### src/rtl/ysyx_23060025_wb_arb.sv
// ysyx_23060025_wb_arb: write-port arbiter for the GPR/CSR writeback resource.
// The in-order pipeline (ms) has priority over the multiply/divide unit (mdu);
// a starvation counter forces one mdu grant after STARVE_MAX denied cycles.
// The winning request is registered into one-cycle write pulses.
// Optional feature: define WB_ARB_STATS_EN to add force_cnt_o / mdu_wb_cnt_o.
module ysyx_23060025_wb_arb #(
  parameter int unsigned DATA_LEN   = 32,
  parameter int unsigned STARVE_MAX = 7
) (
  input  logic                clock,
  input  logic                reset,
  input  logic                ms_valid_i,
  output logic                ms_ready_o,
  input  logic                ms_wd_i,
  input  logic [4:0]          ms_wreg_i,
  input  logic [DATA_LEN-1:0] ms_wdata_i,
  input  logic [2:0]          ms_csr_type_i,
  input  logic [11:0]         ms_csr_waddr_i,
  input  logic [DATA_LEN-1:0] ms_csr_wdata_i,
  input  logic                mdu_valid_i,
  output logic                mdu_ready_o,
  input  logic [4:0]          mdu_wreg_i,
  input  logic [DATA_LEN-1:0] mdu_wdata_i,
  output logic                wd_o,
  output logic [4:0]          wreg_o,
  output logic [DATA_LEN-1:0] wdata_o,
  output logic [2:0]          csr_type_o,
  output logic [11:0]         csr_waddr_o,
  output logic [DATA_LEN-1:0] csr_wdata_o,
  output logic                src_o
`ifdef WB_ARB_STATS_EN
  ,
  output logic [31:0]         force_cnt_o,
  output logic [31:0]         mdu_wb_cnt_o
`endif
);

  localparam int unsigned CntW = $clog2(STARVE_MAX + 1);

  localparam logic [0:0] PRI   = 1'b0;
  localparam logic [0:0] FORCE = 1'b1;

  logic [0:0]      state_q, state_d;
  logic [CntW-1:0] starve_q, starve_d;
  logic            ms_xfer, mdu_xfer, mdu_denied, force_enter;

  // Handshake: ms_ready_o depends on state only, mdu yields to a valid ms in PRI.
  always_comb begin
    ms_ready_o  = (state_q == PRI);
    mdu_ready_o = (state_q == FORCE) ? 1'b1 : !ms_valid_i;
    ms_xfer     = ms_valid_i & ms_ready_o;
    mdu_xfer    = mdu_valid_i & mdu_ready_o;
    mdu_denied  = mdu_valid_i & !mdu_ready_o;
  end

  // Next state and starvation counter; FORCE lasts exactly one cycle.
  always_comb begin
    state_d     = PRI;
    starve_d    = '0;
    force_enter = 1'b0;
    if (state_q == PRI && mdu_denied) begin
      if (starve_q == CntW'(STARVE_MAX - 1)) begin
        state_d     = FORCE;
        force_enter = 1'b1;
      end else begin
        starve_d = starve_q + CntW'(1);
      end
    end
  end

  // State registers.
  always_ff @(posedge clock) begin
    if (reset) begin
      state_q  <= PRI;
      starve_q <= '0;
    end else begin
      state_q  <= state_d;
      starve_q <= starve_d;
    end
  end

  // Register the winner into write pulses; unused fields hold their last value.
  always_ff @(posedge clock) begin
    if (reset) begin
      wd_o        <= 1'b0;
      wreg_o      <= '0;
      wdata_o     <= '0;
      csr_type_o  <= '0;
      csr_waddr_o <= '0;
      csr_wdata_o <= '0;
      src_o       <= 1'b0;
    end else if (ms_xfer) begin
      wd_o        <= ms_wd_i & (ms_wreg_i != 5'd0);
      wreg_o      <= ms_wreg_i;
      wdata_o     <= ms_wdata_i;
      csr_type_o  <= ms_csr_type_i;
      csr_waddr_o <= ms_csr_waddr_i;
      csr_wdata_o <= ms_csr_wdata_i;
      src_o       <= 1'b0;
    end else if (mdu_xfer) begin
      wd_o        <= (mdu_wreg_i != 5'd0);
      wreg_o      <= mdu_wreg_i;
      wdata_o     <= mdu_wdata_i;
      csr_type_o  <= '0;
      src_o       <= 1'b1;
    end else begin
      wd_o        <= 1'b0;
      csr_type_o  <= '0;
    end
  end

`ifdef WB_ARB_STATS_EN
  // Statistics: FORCE entries and mdu transfers, wrapping modulo 2^32.
  always_ff @(posedge clock) begin
    if (reset) begin
      force_cnt_o  <= '0;
      mdu_wb_cnt_o <= '0;
    end else begin
      if (force_enter) force_cnt_o <= force_cnt_o + 32'd1;
      if (mdu_xfer)    mdu_wb_cnt_o <= mdu_wb_cnt_o + 32'd1;
    end
  end
`endif

endmodule

### config.mk
export PLATFORM = sky130hd
export DESIGN_NAME = ysyx_23060025_wb_arb
export DESIGN_NICKNAME = d
export VERILOG_FILES = /design/src/rtl/ysyx_23060025_wb_arb.sv
export SDC_FILE = /design/constraint.sdc
export NUM_CORES = 1
export LEC_CHECK = 0
export BUFFER_PORTS_ARGS = -buffer_cell sky130_fd_sc_hd__buf_2
export CAP_MARGIN = 20
export CORE_MARGIN = 2
export CORE_UTILIZATION = 25
export CTS_BUF_LIST = sky130_fd_sc_hd__clkbuf_2 sky130_fd_sc_hd__clkbuf_4 sky130_fd_sc_hd__clkbuf_8
export CTS_CLUSTER_DIAMETER = 40
export CTS_CLUSTER_SIZE = 10
export DETAILED_ROUTE_END_ITERATION = 7
export GPL_TIMING_DRIVEN = 0
export PLACE_DENSITY = 0.52
export REMOVE_ABC_BUFFERS = 1
export SETUP_SLACK_MARGIN = 0.1
export SYNTH_ARGS = -nofsm -noshare
export SYNTH_HDL_FRONTEND = slang
export SYNTH_SLANG_ARGS = --single-unit
export TNS_END_PERCENT = 5
### constraint.sdc
create_clock -name clock -period 1.05 [get_ports clock]
set_input_delay 0.0525 -clock clock [delete_from_list [all_inputs] [get_ports clock]]
set_output_delay 0.0525 -clock clock [all_outputs]
set_load 0.01 [all_outputs]
# Word-level counts from Yosys, hierarchy flattened

Index checks and enable logic that the tools add are counted.

Bits in registers: 90
Bits in latches: 0
RAM bits: 0
Memory bits (read-only): 0
Input port bits: 126
Output and inout port bits: 88
Logic and storage cells: 36
Memories: 0

$add $sub $neg: 1
Multipliers: 0
Div/mod/pow operators: 0
Order comparisons: 0
Equal/unequal tests: 1
Shifts and indexed selects: 0
Multiplexer cells: 8
Bitwise gates (word level): 7
Reductions and logical operators: 10

Operators with widths:

| cell                                                           | count |
|---|---|
| 32-bit two-way mux                                             | 2 |
| 5-bit two-way mux                                              | 2 |
| 5-bit nonzero test                                             | 2 |
| 2-bit OR reduction                                             | 3 |
| 1-bit bitwise AND                                              | 4 |
| 1-bit two-way mux                                              | 4 |
| 3-bit by 1-bit adder with 3-bit output (second input constant) | 1 |
| 3-bit equality test (second input constant)                    | 1 |
| 1-bit NOT                                                      | 3 |
| 3-bit OR reduction                                             | 1 |
| 1-bit zero test                                                | 2 |
| 2-bit nonzero test                                             | 1 |
| 1-bit logical AND                                              | 1 |

# Longest topological paths before layout

Word-level depth: 7
Depth in mapped cells: 6
Gate-level depth less buffers: 5

# Worst setup path before layout

Ideal clock, no wire load.

Kind: reg-to-reg
From: register state_q
To: register wdata_o[2]
Library setup time: 0.139 ns
Data arrival time: 0.912 ns
Required time: 0.911 ns
Path slack: -0.001 ns
Cell stages (with the launch flop): 7
Path buffers: 2
Clock period less this slack: 1.051 ns
Path through: dfxtp_1 -> nor2b_2 -> inv_2 -> buf_6 -> buf_4 -> nor2_1 -> a211oi_2

Longest elaborated chain between the ends: 3
Elaborated cells on any way between the ends: 6
Classes of those cells: 2 x mux; 3 x bitwise; 1 x reduce/logical

Ends and longest elaborated chain:

| item                                                                             | RTL line | text |
|---|---|---|
| start: declaration                                                               | 43       | `logic [0:0] state_q, state_d;` |
| start signal: assignment                                                         | 77       | `state_q <= state_d;` |
| 1-bit two-way mux / 1-bit NOT (equally long branches)                            | 50, 49   |  |
| 1-bit bitwise AND (on tied branches)                                             | 52, 51   |  |
| 2-bit nonzero test (no source line) / 32-bit two-way mux (equally long branches) | -        |  |
| end signal: assignment                                                           | 95       | `wdata_o <= ms_wdata_i;` |
| end signal: assignment                                                           | 103      | `wdata_o <= mdu_wdata_i;` |
| end: declaration                                                                 | 26       | `output logic [DATA_LEN-1:0] wdata_o,` |

Several ways; a longest one is shown, not always the timed one.
A chain may end at the register's enable or synchronous reset.

# Worst setup path in the final report

From: register state_q
To: output port mdu_ready_o

Longest elaborated chain between the ends: 1

Ends and longest elaborated chain:

| item              | RTL line | text |
|---|---|---|
| 1-bit two-way mux | 50       | `mdu_ready_o = (state_q == FORCE) ? 1'b1 : !ms_valid_i;` |
| end: declaration  | 21       | `output logic mdu_ready_o,` |

No other way between the ends.

==> impl_metrics.toml <==
[outcome]
status = "finished, violations left"
violations = "setup timing"

[route]
totalWireLength_um = 12000
post_drt_wl_per_cell_um = 13.8
drcViolationCount = 0
postRouteAntennaNets = 0
drt-vias-per-instance = 4.41
dr.pass1.iters = 4
drt-initial-drc-count = 107
vias = 3835

[timing]
fin_crit_sh_pct = 118
setup_ws_ns = -0.192
hold_viol = 0
finClkSkew_ns = 0.0122
slew_viol_final = 0
fmax_mhz = 805
fin_crit_ns = 1.24
rsz0062_at_grt = "yes"
tightest_slew_ns = 0.503
setup_viol = 87
hold-worst-slack_ns = 0.0297
maxSlewHeadroom_pct = 66.5

[yosys]
yosysWarningCount = 0
synth.distinct_cells = 21
syn_area_per_cell_um2 = 9.21
yosys_register_bits = 90
seq_area_frac_synth_pct = 50.0
syn_area_um2 = 3600
syn_inst = 391

[grt]
track_usage_pct = 14.8
grt_overflow_total = 0
grt_pass1_vias = 3765
antenna_found_initial = 0
grt_first_pass_wirelength_um = 17400
grt_max_degree = 46

[layout]
layout.cells.non_filler = 869
final_area_um2 = 6200
areaGrowthSynthToFinish_pct = 72.1
drive_above_1_share_pct = 44.0
final_nets = 812
diodes = 0

[worst_setup_path]
reg2reg_from = "state_q$_SDFF_PP0_"
crit_fanout = 6
slowest_delay_ns = 0.36
rrSetupSlack_ns = -0.16
slowest_stage = "dfxtp_4"
cp-endpoint = "mdu_ready_o"
r2r_cells = 6
cp.arrival_ns = 1.19
crit_path_start_kind = "register"
required_ns = 1.00
path_cells = "nor2b_4, buf_12, inv_16, buf_6"
critPathKind = "register to primary output"
crit_start = "state_q$_SDFF_PP0_"
r2r_end = "wdata_o[17]$_SDFFE_PP0P_"
crit_path_end_kind = "primary output"

[pwr]
leakagePower_nw = 2.90
clkPwrFrac_pct = 32.0
switching_share_pct = 26.9
p_sw_w = 0.00211
p_comb_share_pct = 20.4
p_int_w = 0.00572
p_seq_share_pct = 47.6
power.density_nw_per_um2 = 1260
ir_drop_mv = 0.672

[clocking]
cts_root_buf = "clkbuf_8"
cts_sinks = 90
clockBufferDepth = 2
clk_pin_slew_ns = 0.09
cts_buffers = 9
cts_tree = "done"
clk_latency_ns = 0.37
htreeDepth = 3

[die]
start_util_pct = 25.7
die_x_um = 124
num_rows = 43
dieArea_um2 = 15400
die_h_um = 124
io_pins = 214
core_area_um2 = 14000

[flow_run]
drv_cap = 0

[worst_hold_path]
hold_class = "primary input to register"

[place]
portBuffers = 213
dp_hpwl_um = 7000
dpl_cell_area_um2 = 4790
place_inst = 755
preCtsSetupSlack_ns = -0.649
place_congestion = 0.703
## power groups by stage
stage / combinational (W) / clock, W / sequential (W)
floorplan: 0.000417 / 0 / 0.00390
global placement: 0.00114 / 0 / 0.00379
detailed placement: 0.00118 / 0 / 0.00380
CTS: 0.00156 / 0.00261 / 0.00372
global route: 0.00174 / 0.00275 / 0.00375
finish: 0.00160 / 0.00250 / 0.00372
## cells in the final DEF (no fill, tap or decap), drive strengths merged, types with 2 or more instances in the layout
cell / instances
buf: 228
dfxtp: 90
nand2: 90
dlygate4sd3: 84
a21oi: 45
nor2: 43
mux2i: 38
a211oi: 37
clkbuf: 12
inv: 5
and2: 3
or4: 2
o211ai: 2
ha: 2
clkinvlp: 2
## flip-flops by register name, summed over array words and instances (netlist names)
| name | count |
|---|---|
| csr_type_o | 3 |
| csr_waddr_o | 12 |
| csr_wdata_o | 32 |
| src_o | 1 |
| starve_q | 3 |
| state_q | 1 |
| wd_o | 1 |
| wdata_o | 32 |
| wreg_o | 5 |
## layer usage
layer / track usage [%] / routed length (um) / vias to the layer above
li1: - / - / 1901
met1: 16.2 / 4940 / 1763
met2: 25.6 / 5720 / 153
met3: 5.08 / 1060 / 18
met4: 7.16 / 284 / 0
met5: 0 / 0 / -
## cells in the mapped netlist (all sizes together)
cell	instances	share of area, %
nor2b	1	0.24
nand2	90	9.4
and2	3	0.52
buf	25	4.6
clkbuf	7	0.73
o211ai	2	0.69
dfxtp	90	50
ha	2	0.69
mux2i	38	11
nor3	1	0.14
nand3	1	0.14
or4	2	0.42
inv	3	0.31
nor3b	1	0.21
a211oi	37	11
a21oi	45	6.3
nor2	43	4.5
## worst min-delay path by stage
stage | startpoint | end | slack (ns) | depth (start not counted)
floorplan | reset | wdata_o[0]$_SDFFE_PP0P_ | 0.12 | 1
global route | mdu_wdata_i[5] | wdata_o[5]$_SDFFE_PP0P_ | 0.03 | 3
global placement | ms_csr_type_i[1] | csr_type_o[1]$_SDFF_PP0_ | 0.25 | 2
CTS | ms_wreg_i[2] | wreg_o[2]$_SDFFE_PP0P_ | 0.0006 | 3
finish | ms_wreg_i[2] | wreg_o[2]$_SDFFE_PP0P_ | 0.03 | 3
detailed placement | ms_csr_type_i[0] | csr_type_o[0]$_SDFF_PP0_ | 0.25 | 2
## final cells by class
cell class	instances	area [um^2]
Clock inverter	4	50.0
Fill cell	1336	7790
Tap cell	180	225
Timing Repair Buffer	312	2180
Timing Repair inverter	2	25.0
Clock buffer	12	159
Inverter	3	27.5
Multi-Input combinational cell	266	1720
Sequential cell	90	1810
## kinds of logic after synthesis
| group | share of synthesized area, % |
|---|---|
| buffers and inverters | 5.59 |
| adders and majority gates | 0.695 |
| and+or+nand+nor | 15.5 |
| AOI/OAI and AO/OA | 17.6 |
| muxes | 10.6 |
| DFF | 50.0 |
## through the flow
step           util, %  power, W  setup TNS (ns)
3_5_place_dp      34.2   0.00498          -35.94
5_1_grt           44.3   0.00824          -16.18
6_report          44.3   0.00783          -10.44
3_3_place_gp      33.6   0.00493         -260.72
2_1_floorplan        -   0.00432         -139.95
4_1_cts           43.4   0.00789           -9.72
## worst max-delay path: cells and delay by family (launching register included)
kind	cells	cell delay, ns
AND/OR/NAND/NOR	1	0.15
buffers and inverters	3	0.30
flip-flops	1	0.36
## repair_timing
action / CTS / global route
resized for setup: 25 / 25
setup endpoints to repair: 91 / 129
buffers inserted: 7 / 2
hold endpoints to repair: 83 / 0
hold buffers: 84 / 0
cloned: 4 / 0
pin swaps: 19 / 4
No activity file was read; power rests on OpenSTA's default activity.
